<file path="src/rtl/dt_pkg.sv">
// rtl/dt_pkg.sv - shared sizes and scan FSM state codes for the distance-transform peak scanner
package dt_pkg;
  localparam int IMG_W     = 128;
  localparam int ADDR_W    = 14;
  localparam int PIX_NUM   = IMG_W * IMG_W;
  localparam int LAST_ADDR = PIX_NUM - 1;

  typedef logic [1:0] scan_state_t;
  localparam scan_state_t ST_IDLE  = 2'd0;
  localparam scan_state_t ST_SCAN  = 2'd1;
  localparam scan_state_t ST_DRAIN = 2'd2;
  localparam scan_state_t ST_DONE  = 2'd3;
endpackage

</file>
<file path="src/rtl/dt_peak_cmp.sv">
// rtl/dt_peak_cmp.sv - registered running max / first-address / tie-count update unit
module dt_peak_cmp #(
  parameter int ADDR_W = 14
) (
  input  logic              clk,
  input  logic              reset,
  input  logic              clr,
  input  logic              valid,
  input  logic [7:0]        v,
  input  logic [ADDR_W-1:0] a,
  output logic [7:0]        peak_val,
  output logic [ADDR_W-1:0] peak_addr,
  output logic [ADDR_W:0]   peak_cnt
);

  always_ff @(posedge clk or posedge reset) begin
    if (reset) begin
      peak_val  <= '0;
      peak_addr <= '0;
      peak_cnt  <= '0;
    end else if (clr) begin
      peak_val  <= '0;
      peak_addr <= '0;
      peak_cnt  <= '0;
    end else if (valid) begin
      // strict greater-than keeps the earliest raster address on ties
      if (v > peak_val) begin
        peak_val  <= v;
        peak_addr <= a;
        peak_cnt  <= {{ADDR_W{1'b0}}, 1'b1};
      end else if (v == peak_val && v != 8'd0) begin
        peak_cnt <= peak_cnt + 1'b1;
      end
    end
  end

endmodule

</file>
<file path="src/rtl/dt_peak_scan.sv">
// rtl/dt_peak_scan.sv - streams the distance map out of result RAM and reports peak value/address/count; DT_SCAN_OBJCNT_EN adds obj_cnt
module dt_peak_scan
  import dt_pkg::*;
#(
  parameter int IMG_W  = 128,
  parameter int ADDR_W = 14
) (
  input  logic              clk,
  input  logic              reset,
  input  logic              start,
  output logic              res_rd,
  output logic [ADDR_W-1:0] res_addr,
  input  logic [7:0]        res_di,
  output logic              done,
  output logic [7:0]        peak_val,
  output logic [ADDR_W-1:0] peak_addr,
  output logic [ADDR_W:0]   peak_cnt
`ifdef DT_SCAN_OBJCNT_EN
  ,
  output logic [ADDR_W:0]   obj_cnt
`endif
);

  localparam logic [ADDR_W-1:0] LAST = ADDR_W'(IMG_W * IMG_W - 1);

  scan_state_t       state;
  logic              vld;
  logic              clr;
  logic              upd_valid;
  logic [ADDR_W-1:0] upd_addr;

  assign clr       = (state == ST_IDLE) && start;
  assign upd_valid = ((state == ST_SCAN) && vld) || (state == ST_DRAIN);
  // read data lags the address by one cycle, except in DRAIN where the address is held
  assign upd_addr  = (state == ST_DRAIN) ? res_addr : res_addr - ADDR_W'(1);

  always_ff @(posedge clk or posedge reset) begin
    if (reset) begin
      state    <= ST_IDLE;
      res_rd   <= 1'b0;
      res_addr <= '0;
      done     <= 1'b0;
      vld      <= 1'b0;
    end else begin
      case (state)
        ST_IDLE: begin
          if (start) begin
            res_addr <= '0;
            res_rd   <= 1'b1;
            vld      <= 1'b0;
            state    <= ST_SCAN;
          end
        end
        ST_SCAN: begin
          vld <= 1'b1;
          if (res_addr == LAST) begin
            res_rd <= 1'b0;
            state  <= ST_DRAIN;
          end else begin
            res_addr <= res_addr + ADDR_W'(1);
          end
        end
        ST_DRAIN: begin
          done  <= 1'b1;
          state <= ST_DONE;
        end
        ST_DONE: begin
          if (!start) begin
            done  <= 1'b0;
            state <= ST_IDLE;
          end
        end
        default: state <= ST_IDLE;
      endcase
    end
  end

  dt_peak_cmp #(.ADDR_W(ADDR_W)) u_cmp (
    .clk       (clk),
    .reset     (reset),
    .clr       (clr),
    .valid     (upd_valid),
    .v         (res_di),
    .a         (upd_addr),
    .peak_val  (peak_val),
    .peak_addr (peak_addr),
    .peak_cnt  (peak_cnt)
  );

`ifdef DT_SCAN_OBJCNT_EN
  always_ff @(posedge clk or posedge reset) begin
    if (reset) begin
      obj_cnt <= '0;
    end else if (clr) begin
      obj_cnt <= '0;
    end else if (upd_valid && res_di != 8'd0) begin
      obj_cnt <= obj_cnt + 1'b1;
    end
  end
`endif

endmodule

</file>
<file path="config.mk">
export PLATFORM = sky130hd
export DESIGN_NAME = dt_peak_scan
export DESIGN_NICKNAME = d
export VERILOG_FILES = /design/src/rtl/dt_pkg.sv /design/src/rtl/dt_peak_cmp.sv /design/src/rtl/dt_peak_scan.sv
export SDC_FILE = /design/constraint.sdc
export NUM_CORES = 1
export LEC_CHECK = 0
export ABC_AREA = 1
export CAP_MARGIN = 20
export CORE_MARGIN = 2
export CORE_UTILIZATION = 58
export CTS_CLUSTER_DIAMETER = 120
export DETAILED_ROUTE_END_ITERATION = 16
export PLACE_DENSITY = 0.95
export SLEW_MARGIN = 20
export SYNTH_ARGS = -nofsm -noshare
export SYNTH_HDL_FRONTEND = slang
export SYNTH_SLANG_ARGS = --single-unit
</file>
<file path="constraint.sdc">
create_clock -name clk -period 4.2 [get_ports clk]
set_input_delay 0.84 -clock clk [delete_from_list [all_inputs] [get_ports clk]]
set_output_delay 0.84 -clock clk [all_outputs]
set_load 0.1 [all_outputs]
</file>
== Word level (Yosys, flattened, before mapping) ==
Cells that the tools add are included.

* Register bits: 56
* Bits of input ports: 11
* Output and inout port bits: 53
* Logic and storage cells: 64

* Add/sub/neg operators: 3
* Order comparisons: 1
* Eq/ne operators: 9
* Multiplexer cells: 25
* Reductions and logical operators: 18

{| class="wikitable"
|+ Operators with widths
! cell !! number
|-
| 14-bit two-way mux || 6
|-
| 15-bit two-way mux || 4
|-
| 14-bit one-hot mux with 2 select lines || 1
|-
| 8-bit two-way mux || 3
|-
| 15-bit by 1-bit adder with 15-bit output, second input constant || 1
|-
| 14-bit by 1-bit adder with 14-bit output, second input constant || 1
|-
| 14-bit equality test, second input constant || 1
|-
| 14-bit by 1-bit subtractor with 14-bit output, second input constant || 1
|-
| 3-bit AND reduction || 3
|-
| 8-bit equality test || 1
|-
| 8-bit > comparator || 1
|-
| 2-bit one-hot mux with 4 select lines || 1
|-
| 2-bit AND reduction || 4
|-
| 2-bit nonzero test || 4
|-
| 8-bit nonzero test || 1
|-
| 2-bit two-way mux || 3
|-
| 2-bit inequality test, second input constant || 3
|-
| 1-bit one-hot mux with 2 select lines || 3
|-
| 2-bit equality test, second input constant || 2
|-
| 1-bit two-way mux || 4
|-
| 1-bit logical AND || 3
|-
| 3-bit nonzero test || 1
|-
| 2-bit by 1-bit equality test with 1-bit output, second input constant || 1
|-
| 2-bit zero test || 1
|-
| other kinds (2) || 2
|}

== Longest topological paths before layout ==
* Word-level depth: 6
* Depth in mapped cells: 15
* Depth with buffers taken out: 14

== Hierarchy ==
From an unflattened synthesis, not the netlist that was laid out.

* Cells, all modules: 514
* Area total of the unflattened synthesis: 3802.4 µm²

{| class="wikitable"
|+ Modules (own cells, without submodules)
! module !! times used !! cells each !! area an instance (µm²) !! seq. area each (µm²)
|-
| dt_peak_cmp || 1 || 273 || 2234.6 || 925.9
|-
| dt_peak_scan || 1 || 241 || 1567.8 || 475.5
|}

== Least setup slack after synthesis ==
OpenSTA, ideal clock, no wires.

* Path type: register to register
* Start point: register u_cmp.peak_val[7]
* End point: register u_cmp.peak_cnt[7]
* Library setup time: 0.120 ns
* Data arrival time: 2.236 ns
* Data required time: 4.080 ns
* Slack: 1.844 ns
* Stages on the path, launching flop included: 13
* Path buffers: 1
* Period minus slack after synthesis: 2.356 ns
* Cells stage by stage: dfrtp_1 > inv_1 > ha_1 > nand2_1 > nor2_1 > nand2_1 > nor2_1 > nor2_2 > nand2_1 > nand2_1 > buf_4 > nand2_1 > nand2_1

* Word-level cells in the longest chain between the ends: 4
* Elaborated cells between the ends (all ways): 8
* Those cells by class: 1 x order compare; 1 x eq/ne; 3 x mux; 3 x reduce/logical

{| class="wikitable"
|+ Ends and longest elaborated chain
! what !! line !! RTL
|-
| from (decl) || dt_peak_cmp.sv:11 || <nowiki>output logic [7:0] peak_val,</nowiki>
|-
| from (signal assigned) || dt_peak_cmp.sv:28 || <nowiki>peak_val <= v;</nowiki>
|-
| 8-bit > comparator or 8-bit equality test (tied branches) || dt_peak_cmp.sv:27, dt_peak_cmp.sv:31 ||
|-
| 15-bit two-way mux or 1-bit logical AND (tied branches) || dt_peak_cmp.sv:27, dt_peak_cmp.sv:31 ||
|-
| 15-bit two-way mux or 3-bit nonzero test (tied branches) || - ||
|-
| 15-bit two-way mux or 2-bit AND reduction (tied branches) || - ||
|-
| to (signal assigned) || dt_peak_cmp.sv:30 || <nowiki>peak_cnt <= {{ADDR_W{1'b0}}, 1'b1};</nowiki>
|-
| to (signal assigned) || dt_peak_cmp.sv:32 || <nowiki>peak_cnt <= peak_cnt + 1'b1;</nowiki>
|-
| to (decl) || dt_peak_cmp.sv:13 || <nowiki>output logic [ADDR_W:0] peak_cnt</nowiki>
|}

Several ways; a longest one is shown, not always the timed one. The select of a mux whose other input is x is not followed.
A chain may end at the register's enable or synchronous reset.

== Worst setup path in the final report ==
* Start point: register res_addr[9]
* End point: output res_addr[9]

{| class="wikitable"
|+ RTL lines
! what !! line !! RTL
|-
| from (decl) || dt_peak_scan.sv:12 || <nowiki>output logic [ADDR_W-1:0] res_addr,</nowiki>
|-
| from (signal assigned) || dt_peak_scan.sv:60 || <nowiki>res_addr <= res_addr + ADDR_W'(1);</nowiki>
|}

No word-level cell between the ends.

==> impl_metrics.tcl <==
set metrics [dict create \
    drt_drc_violations_left 0 \
    drt.antenna.violating_nets 0 \
    finish.instance_area_mm2 0.004484 \
    drive_gt1_share_pct 8.947 \
    final_cell_count_no_fill 647 \
    pin_count_of_the_biggest_net_entering_global_routing 41 \
    placement.io_buffers 63 \
    groute.layer.met1.usage_pct 33.16 \
    total_leakage_power_nw 2.155 \
    place.gp.congestion 0.8643 \
    cap_violations 0 \
    number_of_antenna_violations_at_the_first_check_in_global_routing 0 \
    ys_types 30 \
    postSynthRegisterBits 56 \
    worst-endpoint-required_ns 3.36 \
    total_congestion_overflow 0 \
    met2_usage_pct 45.53 \
    avgRoutedWirePerCell_um 14.04 \
    design.final.nets 595 \
    clkTransAtPathRegs_ns 0.10 \
    fin_setup_tns_ns 0 \
    initial_core_util_pct 59.02 \
    synthesis.area_mm2 0.003684 \
    critical_path.max_fanout 9 \
    timing.final.crit_share_pct 68.98 \
    die_area_mm2 0.007004 \
    floorplan.die.height_um 83.69 \
    postSynthAreaPerCell_um2 7.180 \
    footprint_of_the_multi_input_gates_mm2 0.001991 \
    seq_area_mm2 0.001401 \
    rsz_0062_raised_after_global_routing "false" \
    worstHoldPathType "reg -> reg" \
    timing.clock.skew_ns 0.009700 \
    hpwlAfterDp_mm 6.474 \
    n_antenna_cell 0 \
    via_count_of_the_first_global_routing_pass 3381 \
    wl_mm 9.084 \
    timing.critical_path.slowest_cell_delay_ns 1.20 \
    ctsHoldBuffers 0 \
    critPathSlowestCell "sky130_fd_sc_hd__clkdlybuf4s50_1" \
    worst_slew_margin_rel_pct 32.97 \
    p_per_area_mw_per_mm2 828.2 \
    post_drt_via_cell_ratio 5.515 \
    report.final.slew_viol_count 0 \
    cts_sinks 56 \
    worstPathArrival_ns 2.06 \
    syn_to_final_growth_pct 21.74 \
    groute.usage.overall_pct 26.53 \
    detail_route.first_pass.iterations 5 \
    grt_pass1_wl_mm 15.24 \
    grt-busiest-layer "met2" \
    die-width_um 83.69 \
    clock_tree.htree_level_count 2 \
    power.ir.vdd_worst_uv 558.8 \
    post-cts-setup-buffers 0 \
    insertion_delay_ns 0.32 \
    syn-num-nets 539 \
    syn-instance-count 513 \
    cts.repair.resized 0 \
    io_pins 64 \
    path_buf_inv 1 \
    num_rows 29 \
    total_of_endpoints_with_negative_setup_slack_in_the_final_report 0 \
    synth_sequential_area_ratio_pct 38.04 \
    crit_path_start_kind "register" \
    crit_path_cell_trace "clkdlybuf4s50_1" \
    root_buf_cell "sky130_fd_sc_hd__clkbuf_8" \
    maximum_clock_insertion_buffer_count 2 \
    tritoncts "done" \
    vias 3568 \
    worst-setup-path-type "reg -> out" \
    hold_slack_ns 0.4805 \
    layout_common_cells "169 x sky130_fd_sc_hd__nand2_1, 68 x sky130_fd_sc_hd__nor2_1, 63 x sky130_fd_sc_hd__clkdlybuf4s50_1" \
    yosys_warnings 0 \
    drt_first_iter_violations 289 \
    fill_cells 469 \
    core_mm2 0.006241 \
    grt.met3_usage_pct 4.451 \
    critical_path.endpoint_type "primary output" \
    placed_insts 639 \
    critical-path-top-delay-family "buffers and inverters" \
    tritoncts.num_buffers 5 \
    max_freq_mhz 345.2 \
    layout.cells.most_common "sky130_fd_sc_hd__nand2_1" \
    finalCriticalPeriod_ns 2.897 \
    status "finished, final reports clean" \
    worst_pin_slew_ns 1.002 \
    placedInstanceArea_mm2 0.004325 \
    hold_violations 0 \
]
[area by class of cell]
| type | instances | share of cell area, % |
|---|---|---|
| Clock buffer | 5 | 1.535 |
| Timing Repair Buffer | 67 | 14.73 |
| Tap cell | 77 | 2.148 |
| Sequential cell | 56 | 31.25 |
| Multi-Input combinational cell | 392 | 44.39 |
| Clock inverter | 3 | 2.009 |
| Inverter | 47 | 3.934 |
[metal layers]
layer | share of wire, % | vias up
met4 | 3.5 | 0
met1 | 41 | 1652
met2 | 50 | 161
met5 | 0 | -
met3 | 5.9 | 33
li1 | - | 1722
[where the power goes]
| group | switching, mW | total, mW | internal [mW] |
|---|---|---|---|
| registers | 0.120 | 0.812 | 0.693 |
| logic | 1.84 | 2.42 | 0.577 |
| clock network | 0.182 | 0.480 | 0.298 |
| total | 2.15 | 3.71 | 1.57 |
[cell families after synthesis]
logic type               after synthesis  share of synthesized area [%]
AO/OA/AOI/OAI                         40                          7.065
adder cells (fa/ha/maj)               15                          5.095
buffers and inverters                 65                          7.914
flip-flops                            56                          38.04
XOR/XNOR                              22                          5.231
AND/OR/NAND/NOR                      315                          36.65
[path summary, 6_finish.rpt]
check	slack [ns]	from	cells past startpoint	end
max in group asynchronous	2.46	reset	3	u_cmp.peak_addr[2]
min in group asynchronous	1.00	reset	2	u_cmp.peak_addr[6]
worst max-delay path	1.30	res_addr[9]	1	res_addr[9]
worst max register to register	1.76	state[1]	8	u_cmp.peak_val[6]
worst min register to register	0.48	u_cmp.peak_addr[0]	2	u_cmp.peak_addr[0]
worst min-delay path	0.48	u_cmp.peak_addr[0]	2	u_cmp.peak_addr[0]
[cell usage after synthesis, drive strengths merged]
cell type / number / area share [%]
nand3: 44 / 6.4
xnor2: 4 / 0.95
xor2: 18 / 4.3
or2: 1 / 0.17
o21a: 1 / 0.20
a21boi: 1 / 0.51
a21oi: 14 / 2.2
inv: 47 / 4.8
a21o: 1 / 0.20
nand4: 4 / 0.85
nand3b: 4 / 0.82
buf: 14 / 2.7
nor3: 11 / 1.9
clkbuf: 4 / 0.41
nand2: 178 / 19
dfrtp: 56 / 38
ha: 15 / 5.1
nor2: 73 / 7.8
o21ai: 23 / 3.9
[sequential cells by signal, summed over array words and instances (netlist names)]
name / flops
res_addr: 14
res_rd: 1
vld: 1
u_cmp.peak_val: 8
u_cmp.peak_cnt: 15
u_cmp.peak_addr: 14
done: 1
state: 2
[stage by stage]
stage,setup slack [ns],power (mW),utilization (%)
floorplan,1.844,2.722,-
global placement,1.377,3.132,69.31
CTS,1.294,3.709,71.85
detailed placement,1.284,3.205,69.31
finish,1.303,3.714,71.85
global route,1.259,3.918,71.85
No activity file was read; power rests on OpenSTA's default activity.
